<file path="src/rtl/coin_acceptor.sv">
// coin_acceptor: payment front end for the washing-machine controller.
// Accumulates coin credit, starts a single or double wash once the price is
// covered and the controller is idle, returns change, and handles cancel/refund.
module coin_acceptor #(
    parameter int CREDIT_W     = 8,
    parameter int PRICE_SINGLE = 20,
    parameter int PRICE_DOUBLE = 30,
    parameter int MAX_CREDIT   = 200
) (
    input  logic                clk,
    input  logic                reset,
    input  logic                coin_valid,
    input  logic [1:0]          coin_value,
    input  logic                double_req,
    input  logic                cancel,
    input  logic                busy,
    input  logic                wash_done,
    output logic                coin,
    output logic                double_wash,
    output logic [CREDIT_W-1:0] credit,
    output logic                refund_valid,
    output logic [CREDIT_W-1:0] refund_amount,
    output logic                coin_reject
);

    localparam int SUM_W = CREDIT_W + 1;

    typedef enum logic [2:0] {
        S_IDLE,
        S_COLLECT,
        S_START,
        S_RUN,
        S_REFUND
    } state_t;

    state_t              state_q, state_d;
    logic [CREDIT_W-1:0] credit_q, credit_d;
    logic                coin_q, coin_d;
    logic                dwash_q, dwash_d;
    logic                rvalid_q, rvalid_d;
    logic [CREDIT_W-1:0] ramt_q, ramt_d;
    logic                reject_q, reject_d;

    logic [SUM_W-1:0]    coin_units;
    logic [SUM_W-1:0]    sum;
    logic [CREDIT_W-1:0] price;
    logic                fits;
    logic                can_start;

    // Decode denomination and evaluate price/overflow on the registered credit.
    always_comb begin
        case (coin_value)
            2'b00:   coin_units = SUM_W'(1);
            2'b01:   coin_units = SUM_W'(5);
            2'b10:   coin_units = SUM_W'(10);
            default: coin_units = SUM_W'(25);
        endcase
        sum       = {1'b0, credit_q} + coin_units;
        fits      = (sum <= SUM_W'(MAX_CREDIT));
        price     = double_req ? CREDIT_W'(PRICE_DOUBLE) : CREDIT_W'(PRICE_SINGLE);
        can_start = (credit_q >= price) && !busy;
    end

    // Next-state and registered-output logic.
    always_comb begin
        state_d  = state_q;
        credit_d = credit_q;
        coin_d   = 1'b0;
        dwash_d  = dwash_q;
        rvalid_d = 1'b0;
        ramt_d   = '0;
        reject_d = 1'b0;
        case (state_q)
            S_IDLE: begin
                if (coin_valid) begin
                    if (fits) begin
                        credit_d = sum[CREDIT_W-1:0];
                        state_d  = S_COLLECT;
                    end else begin
                        reject_d = 1'b1;
                    end
                end
            end
            S_COLLECT: begin
                if (cancel) begin
                    state_d  = S_REFUND;
                    rvalid_d = 1'b1;
                    ramt_d   = credit_q;
                    credit_d = '0;
                    reject_d = coin_valid;
                end else if (can_start) begin
                    state_d  = S_START;
                    coin_d   = 1'b1;
                    dwash_d  = double_req;
                    credit_d = '0;
                    reject_d = coin_valid;
                    if (credit_q > price) begin
                        rvalid_d = 1'b1;
                        ramt_d   = credit_q - price;
                    end
                end else if (coin_valid) begin
                    if (fits) begin
                        credit_d = sum[CREDIT_W-1:0];
                    end else begin
                        reject_d = 1'b1;
                    end
                end
            end
            S_START: begin
                state_d  = S_RUN;
                reject_d = coin_valid;
            end
            S_RUN: begin
                reject_d = coin_valid;
                if (wash_done) begin
                    state_d = S_IDLE;
                    dwash_d = 1'b0;
                end
            end
            S_REFUND: begin
                state_d  = S_IDLE;
                reject_d = coin_valid;
            end
            default: begin
                state_d  = S_IDLE;
                credit_d = '0;
                dwash_d  = 1'b0;
            end
        endcase
    end

    // State and output registers with synchronous reset.
    always_ff @(posedge clk) begin
        if (reset) begin
            state_q  <= S_IDLE;
            credit_q <= '0;
            coin_q   <= 1'b0;
            dwash_q  <= 1'b0;
            rvalid_q <= 1'b0;
            ramt_q   <= '0;
            reject_q <= 1'b0;
        end else begin
            state_q  <= state_d;
            credit_q <= credit_d;
            coin_q   <= coin_d;
            dwash_q  <= dwash_d;
            rvalid_q <= rvalid_d;
            ramt_q   <= ramt_d;
            reject_q <= reject_d;
        end
    end

    assign coin          = coin_q;
    assign double_wash   = dwash_q;
    assign credit        = credit_q;
    assign refund_valid  = rvalid_q;
    assign refund_amount = ramt_q;
    assign coin_reject   = reject_q;

endmodule
</file>
<file path="config.mk">
export PLATFORM = sky130hd
export DESIGN_NAME = coin_acceptor
export DESIGN_NICKNAME = d
export VERILOG_FILES = /design/src/rtl/coin_acceptor.sv
export SDC_FILE = /design/constraint.sdc
export NUM_CORES = 1
export LEC_CHECK = 0
export ABC_AREA = 1
export BUFFER_PORTS_ARGS = -buffer_cell sky130_fd_sc_hd__buf_2
export CORE_MARGIN = 1.5
export CORE_UTILIZATION = 48
export DETAILED_ROUTE_END_ITERATION = 8
export PLACE_DENSITY = 0.67
export SLEW_MARGIN = 40
export SYNTH_ARGS = -nofsm -noshare
export SYNTH_HDL_FRONTEND = slang
export SYNTH_SLANG_ARGS = --single-unit
</file>
<file path="constraint.sdc">
create_clock -name clk -period 2.3 [get_ports clk]
set_input_delay 0.115 -clock clk [delete_from_list [all_inputs] [get_ports clk]]
set_output_delay 0.115 -clock clk [all_outputs]
set_load 0.005 [all_outputs]
</file>
==> impl_summary.log <==
[metrics] endpoint class of the critical path: flip-flop
[metrics] overall routing resource usage: 21.0%
[metrics] root buffer cell: clkbuf_4
[metrics] met1 routing resource usage after global routing: 29.9%
[metrics] 1st-pass router iterations: 4
[metrics] maximum number of buffers from clock root to sink: 2
[metrics] GR Util met3: 2.99%
[metrics] number of violations reported at the end of detailed-routing iteration 0: 67
[metrics] global-route wire length before repair: a little under 6000 um
[metrics] CP startpoint kind: flip-flop
[metrics] outcome: finished clean
[metrics] cell row count: 20
[metrics] total number of yosys warnings: 0
[metrics] Overall Power: between 1 and 1.5 mW
[metrics] Clock Sinks: 23
[metrics] slew of the pin with the lowest slew margin: between 500 and 600 ps
[metrics] Hold Crit Class: primary input to flip-flop
[metrics] Yosys top cell area share: around 29%
[metrics] antenna violations before repair: 0
[metrics] growth of design area from synthesis to finish: 18.9%
[metrics] post-detailed-placement half-perimeter wirelength: between 2000 and 3000 um
[metrics] final weighted congestion in routability-driven placement: roughly 0.80
[metrics] final setup violating endpoints: 0
[metrics] Max Fclk: 474 MHz
[metrics] worst max-slew margin expressed relative to the limit: a little over three fifths
[metrics] via count of the routed design: approximately 1600
[metrics] commonest non-fill, non-tap cell in the layout: nand2_1
[metrics] Pleak: 0.982 nW
[metrics] buffers added on ports: 28
[metrics] vias in the first global route: between 1000 and 1500
[metrics] Ports: 29
[metrics] Max-Cap Viols: 0
[metrics] Mapped Area: roughly 1600 um2
[metrics] commonest cells after routing, fill and taps aside: 67 x nand2_1, 36 x inv_1, 28 x buf_2, 22 x nor2_1, 22 x dfxtp_1
[metrics] worst clock skew: ~6.3 ps
[metrics] DIE AREA: 3670 um2
[metrics] clock-pin slew on the worst setup and hold paths: between 100 and 150 ps
[metrics] final critical delay including setup and external delays: around 2100 ps
[metrics] number of nets in the layout: 300
[metrics] share of post-route cells with drive strength above 1: 25.6%
[metrics] Post-DP Area: 1790 um2
[metrics] largest net degree at the start of global routing: 14
[metrics] Mapped Nets: 264
[metrics] final worst slack: roughly 190 ps
[metrics] Die Ht: roughly 61 um
[metrics] met2 global-route usage: roughly a third
[metrics] pre-CTS worst setup slack: 54.2 ps
[metrics] Final Slew Violations: 0
[metrics] peak ir drop on the vdd network: between 0.0003 and 0.0004 V
[metrics] sequential fraction of the synthesis area: roughly 29%
[metrics] share of the clock period used by the worst path: about nine tenths
[metrics] count of unique library cells instantiated by Yosys: 32
[metrics] diodes inserted: 0
[metrics] sum of overflow across all layers after global routing: 0
[metrics] remaining antenna violation count after routing: 0
[metrics] routing layer with the top usage in global route: met2
[metrics] Fin. Hold Viols: 0
[metrics] endpoint of the most critical setup path: credit[0]
[metrics] CTS tree: yes
[metrics] setup TNS: 0 ps
[metrics] timing startpoint of the critical path: credit[0]
[metrics] critical path class: flip-flop to flip-flop
[metrics] reg-to-reg setup timing slack: roughly 190 ps
[metrics] floorplan die width: a little over 60 um
[metrics] launch instance of the worst register-to-register path: credit[0]
[metrics] dominant cell type by area after synthesis: dfxtp_1
[metrics] power per unit of standard cell area: between 600 and 700 nW/um2
[metrics] cell area after layout: roughly 1900 um2
[metrics] critical path data required time: ~2600 ps
[metrics] worst endpoint data arrival time: 2360 ps
[metrics] total routed wirelength: ~3500 um
[metrics] register bit total from synthesis: 23
[metrics] critical path peak fanout: 5
[metrics] post-detailed-route DRC marker count: 0
[metrics] CTS Buf Count: 3
[metrics] synthesized instance count: 246
[metrics] ratio of routed vias to standard cells: between 4 and 5
[metrics] worst-skew pair later-pin latency: between 300 and 400 ps
[metrics] syn_area_per_cell: roughly 6.5 um2
[metrics] dominant cells by area after synthesis: dfxtp_1 29%, nand2_1 16%, inv_1 8.5%, nand3_1 6.6%, ha_1 6.3%
[metrics] Initial Util: roughly half
[metrics] cell count of the worst reg-to-reg path: 15
[metrics] total core area: ~3100 um2
[metrics] maximum level of the CTS H-tree: 1
[metrics] reg2reg end: credit[0]
[metrics] average detailed-routed wire length per instance: around 11 um
==> cells by family after synthesis <==
kind of cell,Yosys count,share of synthesized area (%)
AND/OR/NAND/NOR,126,34.4
buffers and inverters,47,12.1
flip-flops,23,28.9
XOR/XNOR,3,1.65
adder cells (fa/ha/maj),9,7.54
AO/OA/AOI/OAI,38,15.4
==> worst min path at each step <==
stage	startpoint	end	slack (ps)	depth (start not counted)
2_1_floorplan	reset	credit[0]	180	1
3_3_place_gp	reset	state_q[0]	380	2
3_5_place_dp	reset	credit[0]	380	2
4_1_cts	reset	double_wash	30	2
5_1_grt	reset	credit[0]	6	2
6_report	reset	credit[0]	30	2
==> final cells by class <==
cell class	instances	area [um2]
clock buffer	3	22.5
clock inverter	1	5.00
fill	323	1210
inverter	43	166
multi-input combinational	176	988
sequential	23	464
tap	44	55.1
timing repair buffer	34	185
timing repair inverter	1	6.26
==> per-layer routing <==
metal / vias up / routed length [um]
li1: 861 / -
met1: 685 / 1700
met2: 40 / 1610
met3: 2 / 186
met4: 0 / 27
met5: - / 0
==> report_power, final <==
group / internal [mW] / total (mW) / leakage, nW / switching (mW)
Combinational: 0.199 / 0.511 / 0.776 / 0.313
Clock: 0.0649 / 0.189 / 0.0177 / 0.124
Sequential: 0.437 / 0.477 / 0.188 / 0.0400
==> cell usage after synthesis <==
master and number:
o22ai_1 1, fa_1 1, a32o_1 1, clkbuf_1 1, inv_1 36, a31o_2 1, clkbuf_2 1, o21bai_2 1
a21oi_1 13, o2111ai_1 1, clkinv_1 2, nand3_4 1, nand3_1 21, nand2_2 3, o21ai_0 4, nor2_2 1
nand3b_1 2, o21ai_2 1, nor2_1 22, nor3_1 4, a31oi_1 1, o21ai_1 6, inv_2 5, dfxtp_1 23
buf_6 2, nand4_1 2, xor2_1 3, nand2_4 1, a21oi_2 7, o32ai_1 1, nand2_1 69, ha_1 8
==> sequential cells by signal, summed over array words and instances (netlist names) <==
name and count:
credit 8, refund_amount 8, state_q 3, coin 1
coin_reject 1, double_wash 1, refund_valid 1
==> critical path: stages, from the launching register on <==
cell     delay [ps]
dfxtp_4         390
ha_4            130
inv_1            50
fa_2            510
inv_1            50
nor2_1           90
nand2_1          60
nand3_1          70
nand2_1          50
inv_1            40
nand2_1          50
nand2_2         110
nand3_4         130
nand2_1          80
nand3_1          80
a21oi_1         130
==> per-stage QoR <==
step                      instances  hold WS (ps)  util (%)
final                           325          32.2      61.0
after global routing            325          5.93      61.0
after CTS                       323          29.2      58.7
after detailed placement        319           380      57.8
after global placement          319           378      57.8
after floorplan                 246           184         -
==> repair_timing <==
item                       CTS  global route
setup endpoints to repair    0            11
gates resized for setup      0            19
hold buffers                 0             0
buffers inserted             0             1
Note: power is estimated with default switching activity, not from simulation.
